<file path="src/rtl/cpu_mem_sequencer_if.sv">
// Shared single-port memory bus between the sequencer (master) and the unified memory (slave).
interface cpu_mem_sequencer_if #(
    parameter int unsigned AW = 32,
    parameter int unsigned DW = 32
) ();
    logic          mem_req;
    logic          mem_we;
    logic [AW-1:0] mem_addr;
    logic [DW-1:0] mem_wdata;
    logic [DW-1:0] mem_rdata;
    logic          mem_ready;

    modport master (
        output mem_req, mem_we, mem_addr, mem_wdata,
        input  mem_rdata, mem_ready
    );

    modport slave (
        input  mem_req, mem_we, mem_addr, mem_wdata,
        output mem_rdata, mem_ready
    );
endinterface

</file>
<file path="src/rtl/cpu_mem_sequencer.sv">
// Multicycle sequencer sharing one memory port between instruction fetch,
// one data access per instruction and a boot loader; pulses cpu_ena to commit.
module cpu_mem_sequencer #(
    parameter int unsigned AW      = 32,
    parameter int unsigned DW      = 32,
    parameter int unsigned TIMEOUT = 15
) (
    input  logic                clk,
    input  logic                rst_n,
    input  logic                run,
    input  logic [AW-1:0]       cpu_pc,
    input  logic                cpu_dm_ena,
    input  logic                cpu_dm_w,
    input  logic                cpu_dm_r,
    input  logic [AW-1:0]       cpu_dm_addr,
    input  logic [DW-1:0]       cpu_dm_data_w,
    output logic [DW-1:0]       cpu_instr,
    output logic [DW-1:0]       cpu_dm_data,
    output logic                cpu_ena,
    input  logic                ld_req,
    input  logic [AW-1:0]       ld_addr,
    input  logic [DW-1:0]       ld_data,
    output logic                ld_ack,
    cpu_mem_sequencer_if.master mem,
    output logic                busy,
    output logic                err,
    output logic [31:0]         instr_cnt
);
    localparam int unsigned CW = $clog2(TIMEOUT + 1);

    typedef enum logic [2:0] {IDLE, FETCH, DATA, COMMIT, LOAD, HALT} state_t;

    state_t        state_q, state_d;
    logic [DW-1:0] cpu_instr_q, cpu_instr_d;
    logic [DW-1:0] cpu_dm_data_q, cpu_dm_data_d;
    logic [31:0]   instr_cnt_q, instr_cnt_d;
    logic [CW-1:0] wait_q, wait_d;
    logic          err_q, err_d;
    logic [CW-1:0] wait_inc;
    logic          req_c, we_c;
    logic [AW-1:0] addr_c;
    logic [DW-1:0] wdata_c;

    // State and latch registers with synchronous active-high reset
    always_ff @(posedge clk) begin
        if (rst_n) begin
            state_q       <= IDLE;
            cpu_instr_q   <= '0;
            cpu_dm_data_q <= '0;
            instr_cnt_q   <= '0;
            wait_q        <= '0;
            err_q         <= 1'b0;
        end else begin
            state_q       <= state_d;
            cpu_instr_q   <= cpu_instr_d;
            cpu_dm_data_q <= cpu_dm_data_d;
            instr_cnt_q   <= instr_cnt_d;
            wait_q        <= wait_d;
            err_q         <= err_d;
        end
    end

    // Memory bus decode from state only; idle bus is driven to zero
    always_comb begin
        req_c   = 1'b0;
        we_c    = 1'b0;
        addr_c  = '0;
        wdata_c = '0;
        case (state_q)
            FETCH: begin
                req_c  = 1'b1;
                addr_c = cpu_pc;
            end
            DATA: begin
                if (cpu_dm_ena) begin
                    req_c   = 1'b1;
                    we_c    = cpu_dm_w;
                    addr_c  = cpu_dm_addr;
                    wdata_c = cpu_dm_data_w;
                end
            end
            LOAD: begin
                req_c   = 1'b1;
                we_c    = 1'b1;
                addr_c  = ld_addr;
                wdata_c = ld_data;
            end
            default: ;
        endcase
    end

    // Next state, capture latches, wait counter and handshake pulses
    always_comb begin
        state_d       = state_q;
        cpu_instr_d   = cpu_instr_q;
        cpu_dm_data_d = cpu_dm_data_q;
        instr_cnt_d   = instr_cnt_q;
        wait_d        = wait_q;
        err_d         = err_q;
        cpu_ena       = 1'b0;
        ld_ack        = 1'b0;
        wait_inc      = wait_q + CW'(1);
        case (state_q)
            IDLE: begin
                // Loader wins only between instructions
                if (ld_req) begin
                    state_d = LOAD;
                    wait_d  = '0;
                end else if (run && !err_q) begin
                    state_d = FETCH;
                    wait_d  = '0;
                end
            end
            FETCH: begin
                if (mem.mem_ready) begin
                    cpu_instr_d = mem.mem_rdata;
                    wait_d      = '0;
                    state_d     = DATA;
                end else if (wait_inc == CW'(TIMEOUT)) begin
                    err_d   = 1'b1;
                    state_d = HALT;
                end else begin
                    wait_d = wait_inc;
                end
            end
            DATA: begin
                if (!cpu_dm_ena) begin
                    state_d = COMMIT;
                end else if (mem.mem_ready) begin
                    // A simultaneous read+write is a write: nothing captured
                    if (cpu_dm_r && !cpu_dm_w) begin
                        cpu_dm_data_d = mem.mem_rdata;
                    end
                    state_d = COMMIT;
                end else if (wait_inc == CW'(TIMEOUT)) begin
                    err_d   = 1'b1;
                    state_d = HALT;
                end else begin
                    wait_d = wait_inc;
                end
            end
            COMMIT: begin
                cpu_ena     = 1'b1;
                instr_cnt_d = instr_cnt_q + 32'd1;
                state_d     = IDLE;
            end
            LOAD: begin
                if (mem.mem_ready) begin
                    ld_ack  = 1'b1;
                    state_d = IDLE;
                end else if (wait_inc == CW'(TIMEOUT)) begin
                    err_d   = 1'b1;
                    state_d = HALT;
                end else begin
                    wait_d = wait_inc;
                end
            end
            HALT: ;
            default: state_d = IDLE;
        endcase
    end

    assign mem.mem_req   = req_c;
    assign mem.mem_we    = we_c;
    assign mem.mem_addr  = addr_c;
    assign mem.mem_wdata = wdata_c;

    assign cpu_instr   = cpu_instr_q;
    assign cpu_dm_data = cpu_dm_data_q;
    assign instr_cnt   = instr_cnt_q;
    assign err         = err_q;
    assign busy        = (state_q != IDLE);
endmodule

</file>
<file path="src/flat_wrapper.sv">
// flat-port wrapper written by rule: the top's interface ports become plain ports
module cpu_mem_sequencer_flat 
#(
    parameter int unsigned AW      = 32,
    parameter int unsigned DW      = 32,
    parameter int unsigned TIMEOUT = 15
)
  (clk, rst_n, run, cpu_pc, cpu_dm_ena, cpu_dm_w, cpu_dm_r, cpu_dm_addr, cpu_dm_data_w, cpu_instr, cpu_dm_data, cpu_ena, ld_req, ld_addr, ld_data, ld_ack, busy, err, instr_cnt, mem_mem_req, mem_mem_we, mem_mem_addr, mem_mem_wdata, mem_mem_rdata, mem_mem_ready);
  cpu_mem_sequencer_if #(.AW(AW), .DW(DW)) mem_i ();
  input  logic clk;
  input  logic rst_n;
  input  logic run;
  input  logic [AW-1:0] cpu_pc;
  input  logic cpu_dm_ena;
  input  logic cpu_dm_w;
  input  logic cpu_dm_r;
  input  logic [AW-1:0] cpu_dm_addr;
  input  logic [DW-1:0] cpu_dm_data_w;
  output logic [DW-1:0] cpu_instr;
  output logic [DW-1:0] cpu_dm_data;
  output logic cpu_ena;
  input  logic ld_req;
  input  logic [AW-1:0] ld_addr;
  input  logic [DW-1:0] ld_data;
  output logic ld_ack;
  output logic busy;
  output logic err;
  output logic [31:0] instr_cnt;
  output wire logic [$bits(mem_i.mem_req)-1:0] mem_mem_req;
  output wire logic [$bits(mem_i.mem_we)-1:0] mem_mem_we;
  output wire logic [$bits(mem_i.mem_addr)-1:0] mem_mem_addr;
  output wire logic [$bits(mem_i.mem_wdata)-1:0] mem_mem_wdata;
  input wire logic [$bits(mem_i.mem_rdata)-1:0] mem_mem_rdata;
  input wire logic [$bits(mem_i.mem_ready)-1:0] mem_mem_ready;
  assign mem_mem_req = mem_i.mem_req;
  assign mem_mem_we = mem_i.mem_we;
  assign mem_mem_addr = mem_i.mem_addr;
  assign mem_mem_wdata = mem_i.mem_wdata;
  assign mem_i.mem_rdata = mem_mem_rdata;
  assign mem_i.mem_ready = mem_mem_ready;
  cpu_mem_sequencer #(.AW(AW), .DW(DW), .TIMEOUT(TIMEOUT)) u_core (.clk(clk), .rst_n(rst_n), .run(run), .cpu_pc(cpu_pc), .cpu_dm_ena(cpu_dm_ena), .cpu_dm_w(cpu_dm_w), .cpu_dm_r(cpu_dm_r), .cpu_dm_addr(cpu_dm_addr), .cpu_dm_data_w(cpu_dm_data_w), .cpu_instr(cpu_instr), .cpu_dm_data(cpu_dm_data), .cpu_ena(cpu_ena), .ld_req(ld_req), .ld_addr(ld_addr), .ld_data(ld_data), .ld_ack(ld_ack), .mem(mem_i), .busy(busy), .err(err), .instr_cnt(instr_cnt));
endmodule
</file>
<file path="config.mk">
export PLATFORM = sky130hd
export DESIGN_NAME = cpu_mem_sequencer_flat
export DESIGN_NICKNAME = d
export VERILOG_FILES = /design/src/rtl/cpu_mem_sequencer_if.sv /design/src/rtl/cpu_mem_sequencer.sv /design/src/flat_wrapper.sv
export SDC_FILE = /design/constraint.sdc
export NUM_CORES = 1
export LEC_CHECK = 0
export CELL_PAD_IN_SITES_DETAIL_PLACEMENT = 1
export CELL_PAD_IN_SITES_GLOBAL_PLACEMENT = 2
export CORE_ASPECT_RATIO = 1.4
export CORE_MARGIN = 3
export CORE_UTILIZATION = 15
export CTS_CLUSTER_DIAMETER = 50
export CTS_CLUSTER_SIZE = 24
export DETAILED_ROUTE_END_ITERATION = 10
export GPL_TIMING_DRIVEN = 1
export PLACE_DENSITY_LB_ADDON = 0.1
export SYNTH_ARGS = -nofsm -noshare
export SYNTH_HDL_FRONTEND = slang
export SYNTH_SLANG_ARGS = --single-unit
</file>
<file path="constraint.sdc">
create_clock -name clk -period 1.7 [get_ports clk]
set_input_delay 0.17 -clock clk [delete_from_list [all_inputs] [get_ports clk]]
set_output_delay 0.17 -clock clk [all_outputs]
set_load 0.005 [all_outputs]
</file>
Yosys cells after proc, flatten, opt, wreduce, memory -nomap -nowiden --
Cells that the tools add are included.
Word-level totals: flip-flop bits (word level) 104, input bits 200, RAM bits 0, output and inout port bits 166, ROM bits 0, word-level logic and storage cells 61, memories kept 0, latch bits 0
Cells by class: equality and inequality tests 8, multiply operators 0, reductions and logical operators 14, shift-type cells 0, bitwise operators 1, divide/modulo/power cells 0, magnitude comparators 0, add/sub/neg operators 2, muxes and demuxes 30
Operators with widths (number):
- $pmux W32 S3 | 1
- $mux W32 | 2
- $pmux W32 S2 | 1
- $add A32 B1 Y32 const B | 1
- $mux W4 | 6
- $mux W3 | 7
- $pmux W4 S4 | 1
- $pmux W3 S5 | 1
- $mux W1 | 8
- $eq A3 B2 Y1 const B | 2
- $eq A3 B3 Y1 const B | 2
- $pmux W1 S2 | 3
- $reduce_and A2 Y1 | 3
- $add A4 B1 Y4 const B | 1
- $eq A4 B4 Y1 const B | 1
- $reduce_and A4 Y1 | 1
- $reduce_bool A4 Y1 | 1
- $eq A3 B1 Y1 const B | 1
- $logic_not A3 Y1 | 1
- $ne A3 B2 Y1 const B | 1
- $reduce_and A3 Y1 | 1
- $reduce_bool A3 Y1 | 1
- $logic_and A1 B1 Y1 | 2
- $logic_not A1 Y1 | 2
- other kinds (4) | 4

Longest topological paths before layout --
depth after elaboration 6, mapped depth 7, gate-level depth less buffers 6

Worst setup path after synthesis --
OpenSTA, ideal clock, no wires.
kind reg-to-output, from reg u_core.state_q[0], to out mem_mem_addr[22], buffers on the path 3, arrival 1.474 ns, path slack 0.056 ns, data required time 1.530 ns, cell stages (with the launch flop) 7, path through dfxtp_1 > clkbuf_1 > nor2_1 > clkbuf_1 > clkbuf_1 > a22oi_1 > nand2_1
On the way: cells in the longest elaborated chain, start to end 2, elaborated cells between the ends (all ways) 4, those cells by class 3 x eq/ne; 1 x mux
Ends and longest elaborated chain:
- from (decl) | line cpu_mem_sequencer.sv:33 | state_t state_q, state_d;
- from (signal assigned) | line cpu_mem_sequencer.sv:54 | state_q <= state_d;
- $eq A3 B3 Y1 (tied with other cells) | line cpu_mem_sequencer.sv:69 | case (state_q)
- $pmux W32 S3 (*) | line cpu_mem_sequencer.sv:69
- to (decl) | line flat_wrapper.sv:31 | output wire logic [$bits(mem_i.mem_addr)-1:0] mem_mem_addr;
Every way passes the cells marked *; elsewhere a longest branch is shown, timed or not.

Worst setup path in the final report --
from reg u_core.state_q[2], to out mem_mem_wdata[6]
On the way: cells in the longest elaborated chain, start to end 2, elaborated cells between the ends (all ways) 3, those cells by class 2 x eq/ne; 1 x mux
Ends and longest elaborated chain:
- $eq A3 B3 Y1 or $eq A3 B2 Y1 (tied branches) | line cpu_mem_sequencer.sv:69
- $pmux W32 S2 (*) | line cpu_mem_sequencer.sv:69
- to (decl) | line flat_wrapper.sv:32 | output wire logic [$bits(mem_i.mem_wdata)-1:0] mem_mem_wdata;
Marked as above.

==> impl_metrics.env <==
export IMPL_status="finished, violations left"
export IMPL_violations="setup timing"
export IMPL_swShare_pct=26.9
export IMPL_track_usage_pct=16.9
export IMPL_wl_mm=31.1
export IMPL_postCtsHoldBufs=0
export IMPL_cts_buffers=9
export IMPL_cap_violations=0
export IMPL_io_pins=366
export IMPL_yosysSeqAreaShare_pct=41.8
export IMPL_grt_max_degree=34
export IMPL_required_ns=1.53
export IMPL_worst_setup_path_type="reg -> out"
export IMPL_syn_nets=861
export IMPL_muxShareOfSynthArea_pct=0.603
export IMPL_multi_input_area_mm2=0.00312
export IMPL_slowest_stage="dfxtp_4"
export IMPL_cts_sinks=104
export IMPL_clock_fmax_mhz=496
export IMPL_path_buf_inv=4
export IMPL_synth_top_family_by_area="simple AND/OR/NAND/NOR gates"
export IMPL_avgSynthCellArea_um2=7.57
export IMPL_layout_area_seq_mm2=0.00209
export IMPL_synth_simple_area_share_pct=27.1
export IMPL_slew_headroom_pct=75.2
export IMPL_syn_inst=658
export IMPL_hpwl_mm=23.4
export IMPL_num_fill_cells=3890
export IMPL_cellPowerDensity_mw_per_mm2=590
export IMPL_synth_seq_cells=104
export IMPL_clock_skew_ns=0.00723
export IMPL_synth_xor_area_share_pct=5.45
export IMPL_grt_setup_unrepaired="yes"
export IMPL_p_clk_share_pct=33.8
export IMPL_end_kind="primary output"
export IMPL_core_area_mm2=0.0326
export IMPL_drtAntennaViolNets=0
export IMPL_place_congestion=0.737
export IMPL_fin_ws_ns=-0.316
export IMPL_start_util_pct=15.3
export IMPL_gr_total_overflow=0
export IMPL_clkLatencyLatePin_ns=0.37
export IMPL_p_sw_w=0.00179
export IMPL_path_delay_family="buffers and inverters"
export IMPL_ys_types=43
export IMPL_cts_buffer_depth=2
export IMPL_setup_viol=125
export IMPL_core_rowCount=78
export IMPL_htreeDepth=3
export IMPL_whs_ns=0.195
export IMPL_fin_setup_tns_ns=-23.47
export IMPL_final_min_clock_period_ns=2.02
export IMPL_ys_warn_count=0
export IMPL_antenna_found_initial=7
export IMPL_worst_slew_pin_slew_ns=0.372
export IMPL_ys_async_sr_fraction_pct=0
export IMPL_grt_pass1_vias=6875
export IMPL_p_leak_nw=4.46
export IMPL_portBuffers=365
export IMPL_critical_path_cell_chain="nand3b_1, nor2_4, buf_4, buf_6, buf_12, a22o_1, clkdlybuf4s15_2"
export IMPL_power_total_w=0.00665
export IMPL_cts_tree="done"
export IMPL_die_area_mm2=0.0354
export IMPL_p_comb_share_pct=28.7
export IMPL_synth_edf_count=0
export IMPL_via_per_inst=4.20
export IMPL_grt_pass1_wl_mm=44.6
export IMPL_drtPass1Iterations=6
export IMPL_num_vias=6608
export IMPL_fp_dieW_um=160
export IMPL_fin_crit_sh_pct=119
export IMPL_path_clk_slew_ns=0.07
export IMPL_worstPathArrival_ns=1.85
export IMPL_critical_path_startpoint_type="flip-flop"
export IMPL_drc=0
export IMPL_synthAdderAreaFrac_pct=0.754
export IMPL_syn_area_mm2=0.00498
export IMPL_crit_fanout=11
export IMPL_synth_compound_area_share_pct=20.3
export IMPL_irDropWorstVdd_mv=0.492
export IMPL_seq_power_share_pct=37.5
export IMPL_yosys_most_used_dff="dfxtp_1"
export IMPL_drive_gt1_share_pct=26.7
export IMPL_final_max_slew_viol_count=0
export IMPL_clockRootBuffer="clkbuf_16"
export IMPL_crit_path_max_incr_delay_ns=0.36
export IMPL_hold_viol=0
export IMPL_die_h_um=222
export IMPL_nets=1331
export IMPL_drt_iter0_drc=204
export IMPL_intPower_w=0.00486
export IMPL_routedWlPerCell_um=19.8
export IMPL_hold_class="in -> reg"
export IMPL_syn_to_final_growth_pct=126
-- logic make-up after synthesis --
kind of cell	after synthesis
xor gates and xnor gates	31
DFF	104
buffers and inverters	51
AOI/OAI and AO/OA	153
muxes	3
and+or+nand+nor	313
adders and majority gates	3
-- worst register-to-register path, stage by stage, from the launching register on --
cell and delay [ns]:
dfxtp_4 0.36, nand3b_1 0.24, buf_4 0.19, buf_6 0.11
a211oi_2 0.24, nor2_1 0.10, or4b_4 0.52, a21oi_2 0.13
-- cell usage after synthesis, types with 2 or more instances --
| master | count | area (um2) |
|---|---|---|
| nand2_1 | 212 | 796 |
| dfxtp_1 | 104 | 2080 |
| a21oi_1 | 71 | 355 |
| nor2_1 | 45 | 169 |
| clkbuf_1 | 36 | 135 |
| a22o_1 | 32 | 280 |
| a22oi_1 | 32 | 240 |
| xor2_1 | 27 | 236 |
| nand3_1 | 13 | 65.1 |
| nand4_1 | 11 | 68.8 |
| buf_1 | 6 | 22.5 |
| inv_1 | 5 | 18.8 |
| nand2b_1 | 5 | 31.3 |
| and3_1 | 4 | 25.0 |
| and4_1 | 4 | 35.0 |
| o21ai_0 | 4 | 20.0 |
| xnor2_1 | 4 | 35.0 |
| buf_2 | 3 | 15.0 |
| ha_1 | 3 | 37.5 |
| mux2i_1 | 3 | 30.0 |
| nor4_2 | 3 | 37.5 |
| or3_1 | 3 | 18.8 |
| a211oi_1 | 2 | 15.0 |
| a21o_1 | 2 | 15.0 |
| nand3b_1 | 2 | 15.0 |
| nor2b_1 | 2 | 12.5 |
| nor3_1 | 2 | 10.0 |
| nor4_1 | 2 | 12.5 |
| o2bb2ai_1 | 2 | 17.5 |
-- metrics by stage --
| stage | cells | setup WS, ns | utilization [%] | area [um2] |
|---|---|---|---|---|
| 2_1_floorplan | 658 | 0.0562 | - | 4980 |
| 3_3_place_gp | 1493 | -0.495 | 30.0 | 9780 |
| 3_5_place_dp | 1493 | -0.528 | 30.0 | 9780 |
| 4_1_cts | 1550 | -0.557 | 33.3 | 10900 |
| 5_1_grt | 1574 | -0.437 | 34.5 | 11300 |
| 6_report | 1574 | -0.316 | 34.5 | 11300 |
-- cell type report --
class	count	share of cell area, %
repair buffers	504	45.9
multi-input cells	503	27.7
inverters	6	0.200
flip-flops and latches	104	18.6
clock buffers	12	2.28
clock inverters	4	0.467
diodes	1	0.0222
well taps	440	4.89
-- power by group through the flow --
| stage | logic (W) | registers [W] | clock network [W] |
|---|---|---|---|
| 3_5_place_dp | 0.00170 | 0.00254 | 0 |
| 5_1_grt | 0.00204 | 0.00249 | 0.00246 |
| 2_1_floorplan | 0.000426 | 0.00254 | 0 |
| 6_report | 0.00191 | 0.00249 | 0.00225 |
| 3_3_place_gp | 0.00170 | 0.00254 | 0 |
| 4_1_cts | 0.00187 | 0.00249 | 0.00236 |
-- cell usage in the layout, fill, tap and decap left out, types with 5 or more instances in the layout --
master	Yosys	layout
dfxtp_1	104	99
nor2_1	45	41
inv_1	5	5
nand2_1	212	185
a21oi_2	0	6
clkdlybuf4s15_2	0	6
buf_2	3	30
nand2_2	0	18
a22o_1	32	26
buf_8	0	8
nand2_4	0	8
buf_6	0	60
buf_12	0	17
a22o_4	0	6
buf_4	0	70
clkdlybuf4s50_1	0	295
a22oi_1	32	13
nor4_4	1	5
a22oi_2	0	19
nand3_1	13	13
buf_16	0	5
nand4_1	11	11
clkbuf_16	0	12
a21oi_1	71	65
xor2_1	27	27
-- flip-flops by register name, summed over array words and instances (netlist names) --
| register | count |
|---|---|
| u_core.cpu_dm_data | 32 |
| u_core.cpu_instr | 32 |
| u_core.err | 1 |
| u_core.wait_q | 4 |
| u_core.state_q | 3 |
| u_core.instr_cnt | 32 |
-- what timing repair did --
action / CTS / global route
setup endpoints to repair: 104 / 134
setup buffers: 31 / 28
endpoints found under the hold margin: 0 / 0
gates cloned: 11 / 3
gates resized for setup: 333 / 119
pin swaps: 26 / 42
-- per-layer routing --
metal  track usage [%]  part of all wire (%)
met5                 0                  0.22
met4              4.51                   1.5
met3              6.54                   8.2
met2              30.9                    53
met1              17.9                    38
-- path summary, 6_finish.rpt --
check,startpoint,endpoint,slack [ns],depth (start not counted)
max reg2reg,u_core.state_q[2],u_core.wait_q[3],-0.25,7
max,u_core.state_q[2],mem_mem_wdata[6],-0.32,7
min,rst_n,u_core.instr_cnt[3],0.20,2
min reg2reg,u_core.cpu_dm_data[28],u_core.cpu_dm_data[28],0.45,2
No activity file was read; power rests on OpenSTA's default activity.
